**config.mk**
```make
export PLATFORM = sky130hd
export DESIGN_NAME = uart_tx_frame
export DESIGN_NICKNAME = d
export VERILOG_FILES = /design/src/rtl/uart_tx_frame.sv
export SDC_FILE = /design/constraint.sdc
export NUM_CORES = 1
export LEC_CHECK = 0
export ABC_AREA = 1
export CORE_UTILIZATION = 50
export CTS_CLUSTER_SIZE = 24
export DETAILED_ROUTE_END_ITERATION = 10
export DONT_BUFFER_PORTS = 1
export PLACE_DENSITY = 0.67
export SETUP_SLACK_MARGIN = 0.1
export SLEW_MARGIN = 40
export SYNTH_ARGS = -nofsm -noshare
export SYNTH_HDL_FRONTEND = slang
export SYNTH_SLANG_ARGS = --single-unit
export TNS_END_PERCENT = 10
```
**constraint.sdc**
```tcl
create_clock -name clk -period 1.9 [get_ports clk]
set_input_delay 0 -clock clk [delete_from_list [all_inputs] [get_ports clk]]
set_output_delay 0 -clock clk [all_outputs]
set_load 0.1 [all_outputs]
```
**src/rtl/uart_tx_frame.sv**
```systemverilog
// uart_tx_frame: UART transmitter sending a start bit, DATA_BITS data bits LSB first,
// an optional parity bit (macro UART_TX_PARITY_EN) and STOP_BITS stop bits, with busy/done.
module uart_tx_frame #(
  parameter int CLKS_PER_BIT = 434,
  parameter int DATA_BITS    = 8,
  parameter int STOP_BITS    = 1
) (
  input  logic                 clk,
  input  logic                 rst_n,
  input  logic                 tx_en_sig,
  input  logic [DATA_BITS-1:0] tx_data,
  input  logic                 parity_odd,
  output logic                 tx_busy,
  output logic                 tx_done_sig,
  output logic                 tx_pin
);

  localparam int TIMER_W = (CLKS_PER_BIT > 1) ? $clog2(CLKS_PER_BIT) : 1;
  localparam int IDX_W   = $clog2(DATA_BITS + 1);
  localparam logic [TIMER_W-1:0] TIMER_LAST = TIMER_W'(CLKS_PER_BIT - 1);
  localparam logic [TIMER_W-1:0] TIMER_ONE  = TIMER_W'(1);
  localparam logic [IDX_W-1:0]   DATA_LAST  = IDX_W'(DATA_BITS - 1);
  localparam logic [IDX_W-1:0]   STOP_LAST  = IDX_W'(STOP_BITS - 1);
  localparam logic [IDX_W-1:0]   IDX_ONE    = IDX_W'(1);

  typedef enum logic [2:0] {
    IDLE   = 3'd0,
    START  = 3'd1,
    DATA   = 3'd2,
    PARITY = 3'd3,
    STOP   = 3'd4
  } state_t;

  state_t               state_r, state_s;
  logic [TIMER_W-1:0]   timer_r, timer_s;
  logic [IDX_W-1:0]     idx_r, idx_s;
  logic [DATA_BITS-1:0] shift_r, shift_s;
  logic                 pin_s, busy_s, done_s, bit_end_s;

`ifdef UART_TX_PARITY_EN
  logic parity_r, parity_s;

  function automatic logic parity_bit(input logic [DATA_BITS-1:0] data, input logic odd);
    return (^data) ^ odd;
  endfunction
`else
  logic unused_parity_odd_s;
  assign unused_parity_odd_s = parity_odd;
`endif

  // Next-state, datapath and next-output logic; outputs are registered below.
  always_comb begin
    state_s   = state_r;
    timer_s   = {TIMER_W{1'b0}};
    idx_s     = idx_r;
    shift_s   = shift_r;
    pin_s     = tx_pin;
    busy_s    = tx_busy;
    done_s    = 1'b0;
    bit_end_s = (timer_r == TIMER_LAST);
`ifdef UART_TX_PARITY_EN
    parity_s  = parity_r;
`endif
    if ((state_r != IDLE) && !bit_end_s) begin
      timer_s = timer_r + TIMER_ONE;
    end else begin
      timer_s = {TIMER_W{1'b0}};
    end

    case (state_r)
      IDLE: begin
        pin_s  = 1'b1;
        busy_s = 1'b0;
        if (tx_en_sig) begin
          state_s  = START;
          shift_s  = tx_data;
          idx_s    = {IDX_W{1'b0}};
          pin_s    = 1'b0;
          busy_s   = 1'b1;
`ifdef UART_TX_PARITY_EN
          parity_s = parity_bit(tx_data, parity_odd);
`endif
        end else begin
          state_s = IDLE;
        end
      end
      START: begin
        if (bit_end_s) begin
          state_s = DATA;
          idx_s   = {IDX_W{1'b0}};
          pin_s   = shift_r[0];
        end else begin
          state_s = START;
        end
      end
      DATA: begin
        if (bit_end_s) begin
          if (idx_r == DATA_LAST) begin
            idx_s   = {IDX_W{1'b0}};
`ifdef UART_TX_PARITY_EN
            state_s = PARITY;
            pin_s   = parity_r;
`else
            state_s = STOP;
            pin_s   = 1'b1;
`endif
          end else begin
            // Bit 0 is already on the line, so the next bit is shift_r[1].
            idx_s   = idx_r + IDX_ONE;
            shift_s = {1'b0, shift_r[DATA_BITS-1:1]};
            pin_s   = shift_r[1];
          end
        end else begin
          state_s = DATA;
        end
      end
`ifdef UART_TX_PARITY_EN
      PARITY: begin
        if (bit_end_s) begin
          state_s = STOP;
          idx_s   = {IDX_W{1'b0}};
          pin_s   = 1'b1;
        end else begin
          state_s = PARITY;
        end
      end
`endif
      STOP: begin
        if (bit_end_s) begin
          if (idx_r == STOP_LAST) begin
            state_s = IDLE;
            idx_s   = {IDX_W{1'b0}};
            pin_s   = 1'b1;
            busy_s  = 1'b0;
            done_s  = 1'b1;
          end else begin
            idx_s   = idx_r + IDX_ONE;
          end
        end else begin
          state_s = STOP;
        end
      end
      default: begin
        state_s = IDLE;
        idx_s   = {IDX_W{1'b0}};
        pin_s   = 1'b1;
        busy_s  = 1'b0;
      end
    endcase
  end

  // State, datapath and output registers; reset forces the line idle at once.
  always_ff @(posedge clk or negedge rst_n) begin
    if (!rst_n) begin
      state_r     <= IDLE;
      timer_r     <= {TIMER_W{1'b0}};
      idx_r       <= {IDX_W{1'b0}};
      shift_r     <= {DATA_BITS{1'b0}};
      tx_pin      <= 1'b1;
      tx_busy     <= 1'b0;
      tx_done_sig <= 1'b0;
`ifdef UART_TX_PARITY_EN
      parity_r    <= 1'b0;
`endif
    end else begin
      state_r     <= state_s;
      timer_r     <= timer_s;
      idx_r       <= idx_s;
      shift_r     <= shift_s;
      tx_pin      <= pin_s;
      tx_busy     <= busy_s;
      tx_done_sig <= done_s;
`ifdef UART_TX_PARITY_EN
      parity_r    <= parity_s;
`endif
    end
  end

endmodule

```
Word level (Yosys, flattened, before mapping)
Cells that the tools add are included.
{"block": "word_totals", "in_bits": 12, "word_cells": 68, "register_bits": 27}
{"block": "op_classes", "n_bitwise": 1, "n_mux": 33, "eq_ne": 13, "reduce_logical": 12, "n_addsub": 2}
{"cell": "$mux 4", "count": 6}
{"cell": "$mux 8", "count": 3}
{"cell": "$pmux 4 s4", "count": 1}
{"cell": "$pmux 8 s2", "count": 1}
{"cell": "$mux 1", "count": 13}
{"cell": "$mux 3", "count": 4}
{"cell": "$ne 2x2->1 const B", "count": 6}
{"cell": "$pmux 3 s4", "count": 1}
{"cell": "$reduce_and 4->1", "count": 3}
{"cell": "$add 9x1->9 const B", "count": 1}
{"cell": "$eq 9x9->1 const B", "count": 1}
{"cell": "$mux 9", "count": 1}
{"cell": "$ne 3x3->1 const B", "count": 2}
{"cell": "$add 4x1->4 const B", "count": 1}
{"cell": "$eq 4x3->1 const B", "count": 1}
{"cell": "$logic_not 4->1", "count": 1}
{"cell": "$pmux 1 s4", "count": 1}
{"cell": "$eq 3x1->1 const B", "count": 1}
{"cell": "$eq 3x2->1 const B", "count": 1}
{"cell": "$eq 3x3->1 const B", "count": 1}
{"cell": "$logic_not 3->1", "count": 1}
{"cell": "$pmux 1 s3", "count": 1}
{"cell": "$reduce_and 3->1", "count": 1}
{"cell": "$reduce_bool 3->1", "count": 1}
{"cell": "other kinds (7)", "count": 7}

Logic depth before layout (Yosys ltp)
{"block": "logic_depth", "word_depth": 4, "ltp_mapped": 10, "depth_no_buf": 10}

Worst setup path before layout
Ideal clock, no wire load.
{"block": "synth_path", "path_type": "reg-to-reg", "startpoint": "reg idx_r[0]", "endpoint": "reg shift_r[7]", "path_stages_with_launch": 10, "setup_ns": 0.117, "slack_ns": 0.509, "arrival_time_ns": 1.274, "required_time_ns": 1.783, "cell_sequence": "dfrtp_1 -> ha_1 -> nand2_1 -> inv_1 -> nand2_2 -> nor2_8 -> nor2_8 -> nand2_4 -> nand2_1 -> o21ai_2"}
{"block": "synth_between", "elab_chain_cells": 3}
{"item": "start, declared", "line": "36", "rtl": "logic [IDX_W-1:0] idx_r, idx_s;"}
{"item": "start signal, assigned", "line": "157", "rtl": "idx_r <= {IDX_W{1'b0}};"}
{"item": "start signal, assigned", "line": "168", "rtl": "idx_r <= idx_s;"}
{"item": "$eq 4x3->1", "line": "98", "rtl": "if (idx_r == DATA_LAST) begin"}
{"item": "$ne 2x2->1 (no source line)"}
{"item": "$reduce_and 4->1 (no source line)"}
{"item": "end signal, assigned", "line": "158", "rtl": "shift_r <= {DATA_BITS{1'b0}};"}
{"item": "end signal, assigned", "line": "169", "rtl": "shift_r <= shift_s;"}
{"item": "end, declared", "line": "37", "rtl": "logic [DATA_BITS-1:0] shift_r, shift_s;"}
No other way between the ends.
A chain may end at the register's enable or synchronous reset.

Final worst setup path
Same ends and word-level chain as after synthesis.

==> flow_summary.ini <==
[cells_and_area]
layout-drive-gt1-share_pct = 16.7
insertedDiodeCount = 0
num-nets-final = 244
area_delta_synth_final_pct = 11.2

[placement]
port-buffer-count = 0
hpwl_um = 2270
preCtsSetupSlack_ps = 346
place_congestion = 0.814

[synth]
synth.area.top_cells = dfrtp_1, nand2_1, nand3_1
netlist_area_um2 = 1660
yosys.area_share.simple_pct = 44.0
yosysMostFrequentCell = nand2_1
synth_async_sr_flop_share_pct = 100
synth_top_family_by_area = simple AND/OR/NAND/NOR gates
synth_compound_area_share_pct = 4.08
syn-num-nets = 227
synthAdderAreaFrac_pct = 3.02
yosys.area_share.xor_xnor_pct = 1.06
synth-edff-count = 0
synth_ff_type = dfrtp_1
syn_inst = 211
seq_area_frac_synth_pct = 40.9
synth_seq_cells = 27
syn_area_per_cell_um2 = 7.85
synthMuxAreaShare_pct = 0
yosysWarnings = 0
synthDistinctLibCells = 26
synth.top_cell.area_share_pct = 39.3
ys_top_cells_by_count = nand2_1, dfrtp_1, nand3_1, nor2_1, inv_1
synth_top_area_cell = dfrtp_1

[clock_network]
post_cts_buffers = 0
cts_max_level = 1
clkLatencyLatePin_ps = 330
cts.sinks = 27
numCtsBuffers = 3
cts_tree = yes
clkTransAtPathRegs_ps = 150
cts-root-buf = clkbuf_4
cts_buffer_depth = 2

[floorplan]
rows = 20
ioPinCount = 15
die_h_um = 59.6
initial_core_util_pct = 53.4
dieWidth_um = 59.6
core_area_um2 = 3100
die-area_um2 = 3550

[worst_setup_path]
critPathRequiredTime_ps = 2140
timing.rr.start = idx_r[0]
crit_path_cell_trace = ha_1, nand2_1, inv_1, nand2_2, nor2_8, nor2_8, nand2_4, nand2_1, o21ai_2
path_buf_inv = 1
cp-start-kind = flop
crit_type = flop to flop
end_kind = flop
cp.arrival_ps = 1810
crit_fanout = 9
crit_family = simple AND/OR/NAND/NOR gates
crit_start = idx_r[0]
slowest_delay_ps = 450
worst_path_max_delay_cell = dfrtp_1

[sta]
timing.final.crit_share_pct = 82.5
fin_skew_ps = 2.70
finalSetupViolations = 0
max_clock_freq_ghz = 0.638
tns_ps = 0
timing.final.hold_violations = 0
maxSlewHeadroom_pct = 74.4
rsz0062_at_grt = no
report.final.slew_viol_count = 0
worst_slew_pin_slew_ps = 381
fin_crit_ps = 1570
worst_slack_ps = 333

[global_route]
antenna_found_initial = 0
gr-usage-all-layers_pct = 20.7
grt_pass1_wl_um = 5560
grt_pass1_vias = 1305
grt_max_degree = 28
grt_overflow = 0

[pwr]
power_density_nw_per_um2 = 473
finalPower_uw = 871
irDropWorstVdd_mv = 0.345
p_leak_uw = 0.000997

[routing]
top_layer = met4
avgViaCountPerCell = 5.12
routed-wl-met3_um = 139
wl_um = 3200
route.detailed.drc = 0
num_vias = 1388
routedWlPerCell_um = 11.8
ant_nets = 0
dr.pass1.iters = 5
wl_met2_um = 1490
wl_met1_um = 1550
drtIter0Drc = 53

[min_path]
min_path_type = primary input to asynchronous set/reset pin

[flow_run]
cap_violations = 0

[status]
status = completed
==> through the flow <==
stage | hold slack, ps | area (um^2) | std cells | util [%]
6_report | 89.1 | 1840 | 271 | 59.4
5_1_grt | 77.3 | 1840 | 271 | 59.4
4_1_cts | 63.4 | 1840 | 271 | 59.4
3_5_place_dp | -295 | 1690 | 256 | 54.6
3_3_place_gp | -295 | 1690 | 256 | 54.6
2_1_floorplan | -296 | 1660 | 211 | -
==> layout by cell type (no fill, tap or decap), drive strengths merged <==
cell          n
clkbuf        3
nor3          5
dfrtp        26
nand3b        1
dlygate4sd3  10
nor2         25
xor2          1
nand2        86
clkinv        1
xnor2         1
nand4         5
dfstp         1
nand3        26
ha            4
o211ai        1
inv          18
a21oi         4
o21ai         5
buf           4
==> worst paths after layout <==
path	endpoint	slack (ps)	cells past startpoint
min in group clk	shift_r[7]	360	3
worst min-delay path	timer_r[7]	90	2
max in group asynchronous	tx_pin	1590	2
worst max register to register	shift_r[7]	330	9
worst min register to register	tx_pin	480	2
worst max-delay path	shift_r[7]	330	9
==> routing by layer <==
layer,GRT usage [%],vias up
met5,0,-
met4,5.65,0
met3,3.93,2
met2,34.0,31
met1,27.7,648
li1,-,707
==> cell families after synthesis <==
kind of cell	after synthesis
AND/OR/NAND/NOR	148
flip-flops	27
buffers and inverters	20
AO/OA/AOI/OAI	10
adder cells (fa/ha/maj)	4
XOR/XNOR	2
==> layout make-up <==
cell class	instances	area, um^2
Fill cell	305	1260
Timing Repair Buffer	14	143
Tap cell	44	55.1
Sequential cell	27	677
Multi-Input combinational cell	164	865
Inverter	18	75.1
Clock inverter	1	5.00
Clock buffer	3	22.5
==> state kept, by name, indices dropped and copies added, names as in the netlist <==
signal and flops:
shift_r 8, tx_busy 1, timer_r 9, state_r 3
tx_pin 1, idx_r 4, tx_done_sig 1
==> worst reg2reg max path, delay by kind of cell, from the launching register on <==
family,cells,cell delay [ps]
and+or+nand+nor,6,690
AOI/OAI and AO/OA,1,50
DFF,1,450
buffers and inverters,1,60
adders and majority gates,1,230
==> repair_timing <==
| item | CTS | global route |
|---|---|---|
| hold buffers | 11 | 0 |
| endpoints found under the hold margin | 39 | 0 |
| gates resized for setup | 0 | 0 |
==> power by group <==
group	leakage, uW	internal, uW	switching [uW]
logic	0.000630	22.3	18.6
registers	0.000349	575	0
clock network	0.0000177	79.1	176
(Power assumes the default switching activity.)
